<file path="src/rtl/flags_stack_seq.sv">
`default_nettype none
// ---------------------------------------------------------------------------
// flags_stack_seq : moves the Flags register to/from the stack (PUSHF, INT
// entry, POPF, IRET). Optional macro FLAGS_8086_PUSH_IMAGE_EN.
// Revision 1.0 - initial release
// ---------------------------------------------------------------------------
module flags_stack_seq #(
  parameter int STACK_STEP = 2
) (
  input  logic        clk,
  input  logic        reset,
  input  logic        start_save,
  input  logic        start_restore,
  input  logic        clear_it,
  input  logic [15:0] sp_in,
  input  logic [15:0] flags_out,
  output logic [15:0] flags_in,
  output logic [8:0]  update_flags,
  output logic [15:0] sp_out,
  output logic        sp_wr_en,
  output logic [15:0] m_addr,
  output logic [15:0] m_data_out,
  input  logic [15:0] m_data_in,
  output logic        m_access,
  output logic        m_wr_en,
  input  logic        m_ack,
  output logic        busy,
  output logic        done
);

  localparam int          UPDATE_FLAGS_TF = 5;
  localparam int          UPDATE_FLAGS_IF = 6;
  localparam logic [15:0] STEP            = 16'(STACK_STEP);

  typedef enum logic [2:0] {
    IDLE       = 3'd0,
    SAVE_WR    = 3'd1,
    CLEAR      = 3'd2,
    RESTORE_RD = 3'd3,
    APPLY      = 3'd4,
    DONE       = 3'd5
  } state_t;

  state_t      state, state_nx;
  logic [15:0] image, sp_next, sp_cur, rd_data;
  logic [15:0] push_image;
  logic        clr_pend;
  logic        acked;

`ifdef FLAGS_8086_PUSH_IMAGE_EN
  assign push_image = flags_out | 16'hF002;
`else
  assign push_image = flags_out;
`endif

  always_ff @(posedge clk or posedge reset) begin
    if (reset) begin
      state    <= IDLE;
      image    <= '0;
      sp_next  <= '0;
      sp_cur   <= '0;
      rd_data  <= '0;
      clr_pend <= 1'b0;
      acked    <= 1'b0;
    end else begin
      state <= state_nx;
      case (state)
        IDLE: begin
          if (start_save) begin
            image    <= push_image;
            sp_next  <= sp_in - STEP;
            clr_pend <= clear_it;
            acked    <= 1'b0;
          end else if (start_restore) begin
            sp_cur <= sp_in;
          end
        end
        SAVE_WR:    if (!acked && m_ack) acked <= 1'b1;
        RESTORE_RD: if (m_ack) rd_data <= m_data_in;
        default: ;
      endcase
    end
  end

  always_comb begin
    state_nx     = state;
    flags_in     = '0;
    update_flags = '0;
    sp_out       = '0;
    sp_wr_en     = 1'b0;
    m_addr       = '0;
    m_data_out   = '0;
    m_access     = 1'b0;
    m_wr_en      = 1'b0;
    done         = 1'b0;
    case (state)
      IDLE: begin
        if (start_save)         state_nx = SAVE_WR;
        else if (start_restore) state_nx = RESTORE_RD;
      end
      SAVE_WR: begin
        // Write phase until acknowledged, then a single SP write-back cycle.
        if (!acked) begin
          m_access   = 1'b1;
          m_wr_en    = 1'b1;
          m_addr     = sp_next;
          m_data_out = image;
        end else begin
          sp_out   = sp_next;
          sp_wr_en = 1'b1;
          state_nx = clr_pend ? CLEAR : DONE;
        end
      end
      CLEAR: begin
        update_flags[UPDATE_FLAGS_IF] = 1'b1;
        update_flags[UPDATE_FLAGS_TF] = 1'b1;
        state_nx = DONE;
      end
      RESTORE_RD: begin
        m_access = 1'b1;
        m_addr   = sp_cur;
        if (m_ack) state_nx = APPLY;
      end
      APPLY: begin
        flags_in     = rd_data;
        update_flags = '1;
        sp_out       = sp_cur + STEP;
        sp_wr_en     = 1'b1;
        state_nx     = DONE;
      end
      DONE: begin
        done     = 1'b1;
        state_nx = IDLE;
      end
      default: state_nx = IDLE;
    endcase
  end

  assign busy = (state != IDLE);

endmodule
`default_nettype wire
</file>
<file path="config.mk">
export PLATFORM = sky130hd
export DESIGN_NAME = flags_stack_seq
export DESIGN_NICKNAME = d
export VERILOG_FILES = /design/src/rtl/flags_stack_seq.sv
export SDC_FILE = /design/constraint.sdc
export NUM_CORES = 1
export LEC_CHECK = 0
export CAP_MARGIN = 20
export CORE_ASPECT_RATIO = 1.25
export CORE_MARGIN = 5
export CORE_UTILIZATION = 44
export CTS_CLUSTER_DIAMETER = 100
export CTS_CLUSTER_SIZE = 16
export DETAILED_ROUTE_END_ITERATION = 16
export GPL_TIMING_DRIVEN = 0
export MAX_ROUTING_LAYER = met4
export PLACE_DENSITY = 0.77
export SYNTH_ARGS = -nofsm -noshare
export SYNTH_HDL_FRONTEND = slang
export SYNTH_SLANG_ARGS = --single-unit
</file>
<file path="constraint.sdc">
create_clock -name clk -period 6.7 [get_ports clk]
set_input_delay 1.675 -clock clk [delete_from_list [all_inputs] [get_ports clk]]
set_output_delay 1.675 -clock clk [all_outputs]
set_load 0.02 [all_outputs]
</file>
==> run_results.csv <==
group,metric,value,unit
status,status,"complete, no violations",
floorplan,dieHeight,115.2,um
clocking,cts_tree,"built",
power_and_ir_drop,power_density,463.0,mW/mm2
yosys,ys_top_cells_by_area,"dfrtp_1 44%, mux2_2 13%, and2_1 5.3%",
sta,fmaxAchievable,227.3,MHz
clocking,cts_root_buffer,"clkbuf_8",
yosys,ys.flop_type,"dfrtp_1",
power_and_ir_drop,ir_drop,0.2503,mV
sta,grt_setup_unrepaired,"no",
yosys,synth-seq-cells,69,
sta,period_needed,4400,ps
critical_path,path_class,"flop to primary output",
drt,ant_nets,0,
clocking,h-tree-depth,3,
sta,slew_headroom,42.27,%
yosys,synthesis.nets,439,
critical_path,start_kind,"flop",
power_and_ir_drop,p_total,2.559,mW
critical_path,crit_arrival,2720,ps
yosys,ys_async_sr_fraction,100.0,%
yosys,synth_area,0.003897,mm2
drt,wl_per_cell,16.13,um
clocking,postCtsSetupBuffers,0,
floorplan,ios,132,
grt,grt-ovfl-total,0,
clocking,postCtsHoldBufs,0,
clocking,cts_buffers,9,
place,place_inst,634,
clocking,clock_latency,360,ps
sta,finClkSkew,8.446,ps
sta,worst_pin_slew,865.9,ps
floorplan,rows,38,
flow_run,cap_violations,0,
place,io_buffers,131,
drt,drc_errors,0,
floorplan,initial_utilization,45.04,%
critical_path,cp-end-kind,"primary output",
finish,fin_nets,581,
sta,tns,0,ps
grt,track_usage,20.94,%
yosys,syn_avg_cell_area,10.18,um2
finish,drive_gt1_share,17.80,%
critical_path,crit_fanout,10,
drt,routed_wl,10450,um
finish,antenna_cells,0,
clocking,cts_sinks,69,
grt,grt_max_degree,70,
floorplan,dieWidth,94.18,um
yosys,yosys_warnings,0,
finish,utilization,63.87,%
yosys,synth_common_cells,"69 x dfrtp_1, 44 x mux2_2, 38 x nor2_1, 33 x and2_1, 23 x a21oi_1",
yosys,synth_cell_types,43,
finish,stdcell_count,648,
drt,vias_per_cell,5.162,
grt,grt_first_pass_wirelength,17010,um
sta,slew_violations,0,
sta,period_share,65.67,%
yosys,synth_edf_count,0,
sta,finalSetupViolations,0,
finish,finalInstanceArea,0.005527,mm2
yosys,synth_top_area_cell,"dfrtp_1",
critical_path,cp.required,5030,ps
clocking,clkTransAtPathRegs,70,ps
yosys,syn_inst,383,
place,gp_congestion,0.8532,
yosys,yosys.area.top_type_share,44.30,%
yosys,synthMostInstantiatedCell,"dfrtp_1",
drt,vias,3345,
place,post_dp_cell_area,0.005361,mm2
clocking,cts.path.max_buffers,2,
yosys,ys_seq_area_share,44.30,%
sta,finalHoldViolations,0,
finish,syn2layout_area_growth,41.80,%
place,dp_hpwl,7786,um
floorplan,dieArea,0.01085,mm2
drt,drtPass1Iterations,5,
power_and_ir_drop,leakage,2.249,nW
grt,antenna_found_initial,0,
hold_path,min_path_type,"flop to flop",
floorplan,core_area,0.008653,mm2
grt,grt_pass1_vias,3419,
clocking,ctsResizeCount,0,
drt,drt_iter0_drc,219,
[where the power goes]
| part | leakage [nW] | internal (mW) | switching, mW |
|---|---|---|---|
| logic | 1.35 | 0.725 | 0.751 |
| registers | 0.815 | 0.626 | 0.154 |
| clock network | 0.0881 | 0.149 | 0.153 |
| total | 2.25 | 1.50 | 1.06 |
[path summary, 6_finish.rpt]
| kind | startpoint | endpoint | slack, ps | cells after the start |
|---|---|---|---|---|
| worst max-delay path | state[2]$_DFFE_PP0P_ | sp_out[13] | 2300 | 6 |
| worst min-delay path | image[0]$_DFFE_PP0P_ | image[0]$_DFFE_PP0P_ | 480 | 1 |
| worst max register to register | state[2]$_DFFE_PP0P_ | image[0]$_DFFE_PP0P_ | 4920 | 6 |
| worst min register to register | image[0]$_DFFE_PP0P_ | image[0]$_DFFE_PP0P_ | 480 | 1 |
| max in group asynchronous | reset | rd_data[3]$_DFFE_PP0P_ | 4280 | 2 |
| min in group asynchronous | reset | image[0]$_DFFE_PP0P_ | 1840 | 2 |
[stage by stage]
step | hold WS [ps] | setup slack [ps]
floorplan | 448.9 | 3285
global placement | 460.4 | 2077
detailed placement | 475.2 | 2660
CTS | 491.5 | 2265
global route | 505.7 | 2131
finish | 483.5 | 2300
[per-layer routing]
metal / part of all wire, % / wire [um] / global-route usage (%)
met3: 6.0 / 622 / 3.141
met2: 49 / 5158 / 33.29
met4: 2.7 / 284 / 11.66
met5: 0 / 0 / -
met1: 42 / 4387 / 25.45
[critical path, stage by stage, from the launching register on]
cell and delay (ps):
dfrtp_1 310, buf_2 190, or3b_1 360, clkbuf_1 210
clkbuf_1 310, o21ai_0 330, clkdlybuf4s50_1 660
[kinds of logic (layout without fill, tap and decap cells)]
group | after synthesis | after routing | synth area share [%]
AND/OR/NAND/NOR | 143 | 143 | 21.41
buffers and inverters | 37 | 182 | 5.201
AO/OA/AOI/OAI | 58 | 58 | 8.668
multiplexers | 49 | 49 | 14.16
flip-flops | 69 | 69 | 44.30
XOR/XNOR | 25 | 25 | 5.618
adder cells (fa/ha/maj) | 2 | 2 | 0.6420
[placed cells by master, fill, tap and decap left out, types with 4 or more instances in the layout]
master	n
and2_1	33
xor2_1	11
nand3_1	7
clkdlybuf4s50_1	131
mux2_1	5
nor3b_1	10
inv_1	4
o21ai_0	16
mux2_2	44
a22oi_1	7
buf_2	12
clkbuf_8	11
clkbuf_1	8
nor2_1	38
xnor2_1	14
nor2b_1	4
buf_4	11
nand2_1	22
nor3_1	4
dfrtp_1	69
a21oi_1	23
nor3_2	4
[layout make-up]
type                    instances  area (um2)
plain buffers                  32       183.9
clock buffers                  12       155.1
clock inverters                 2       10.01
fillers                       715        3127
inverters                       5       21.27
multi-input cells             277        1968
flip-flops and latches         69        1727
well taps                     120       150.1
repair buffers                131        1311
[registers in the layout, indices dropped and copies added, names as in the netlist]
signal,count
acked,1
rd_data,16
clr_pend,1
state,3
sp_next,16
sp_cur,16
image,16
Note: power is estimated with default switching activity, not from simulation.
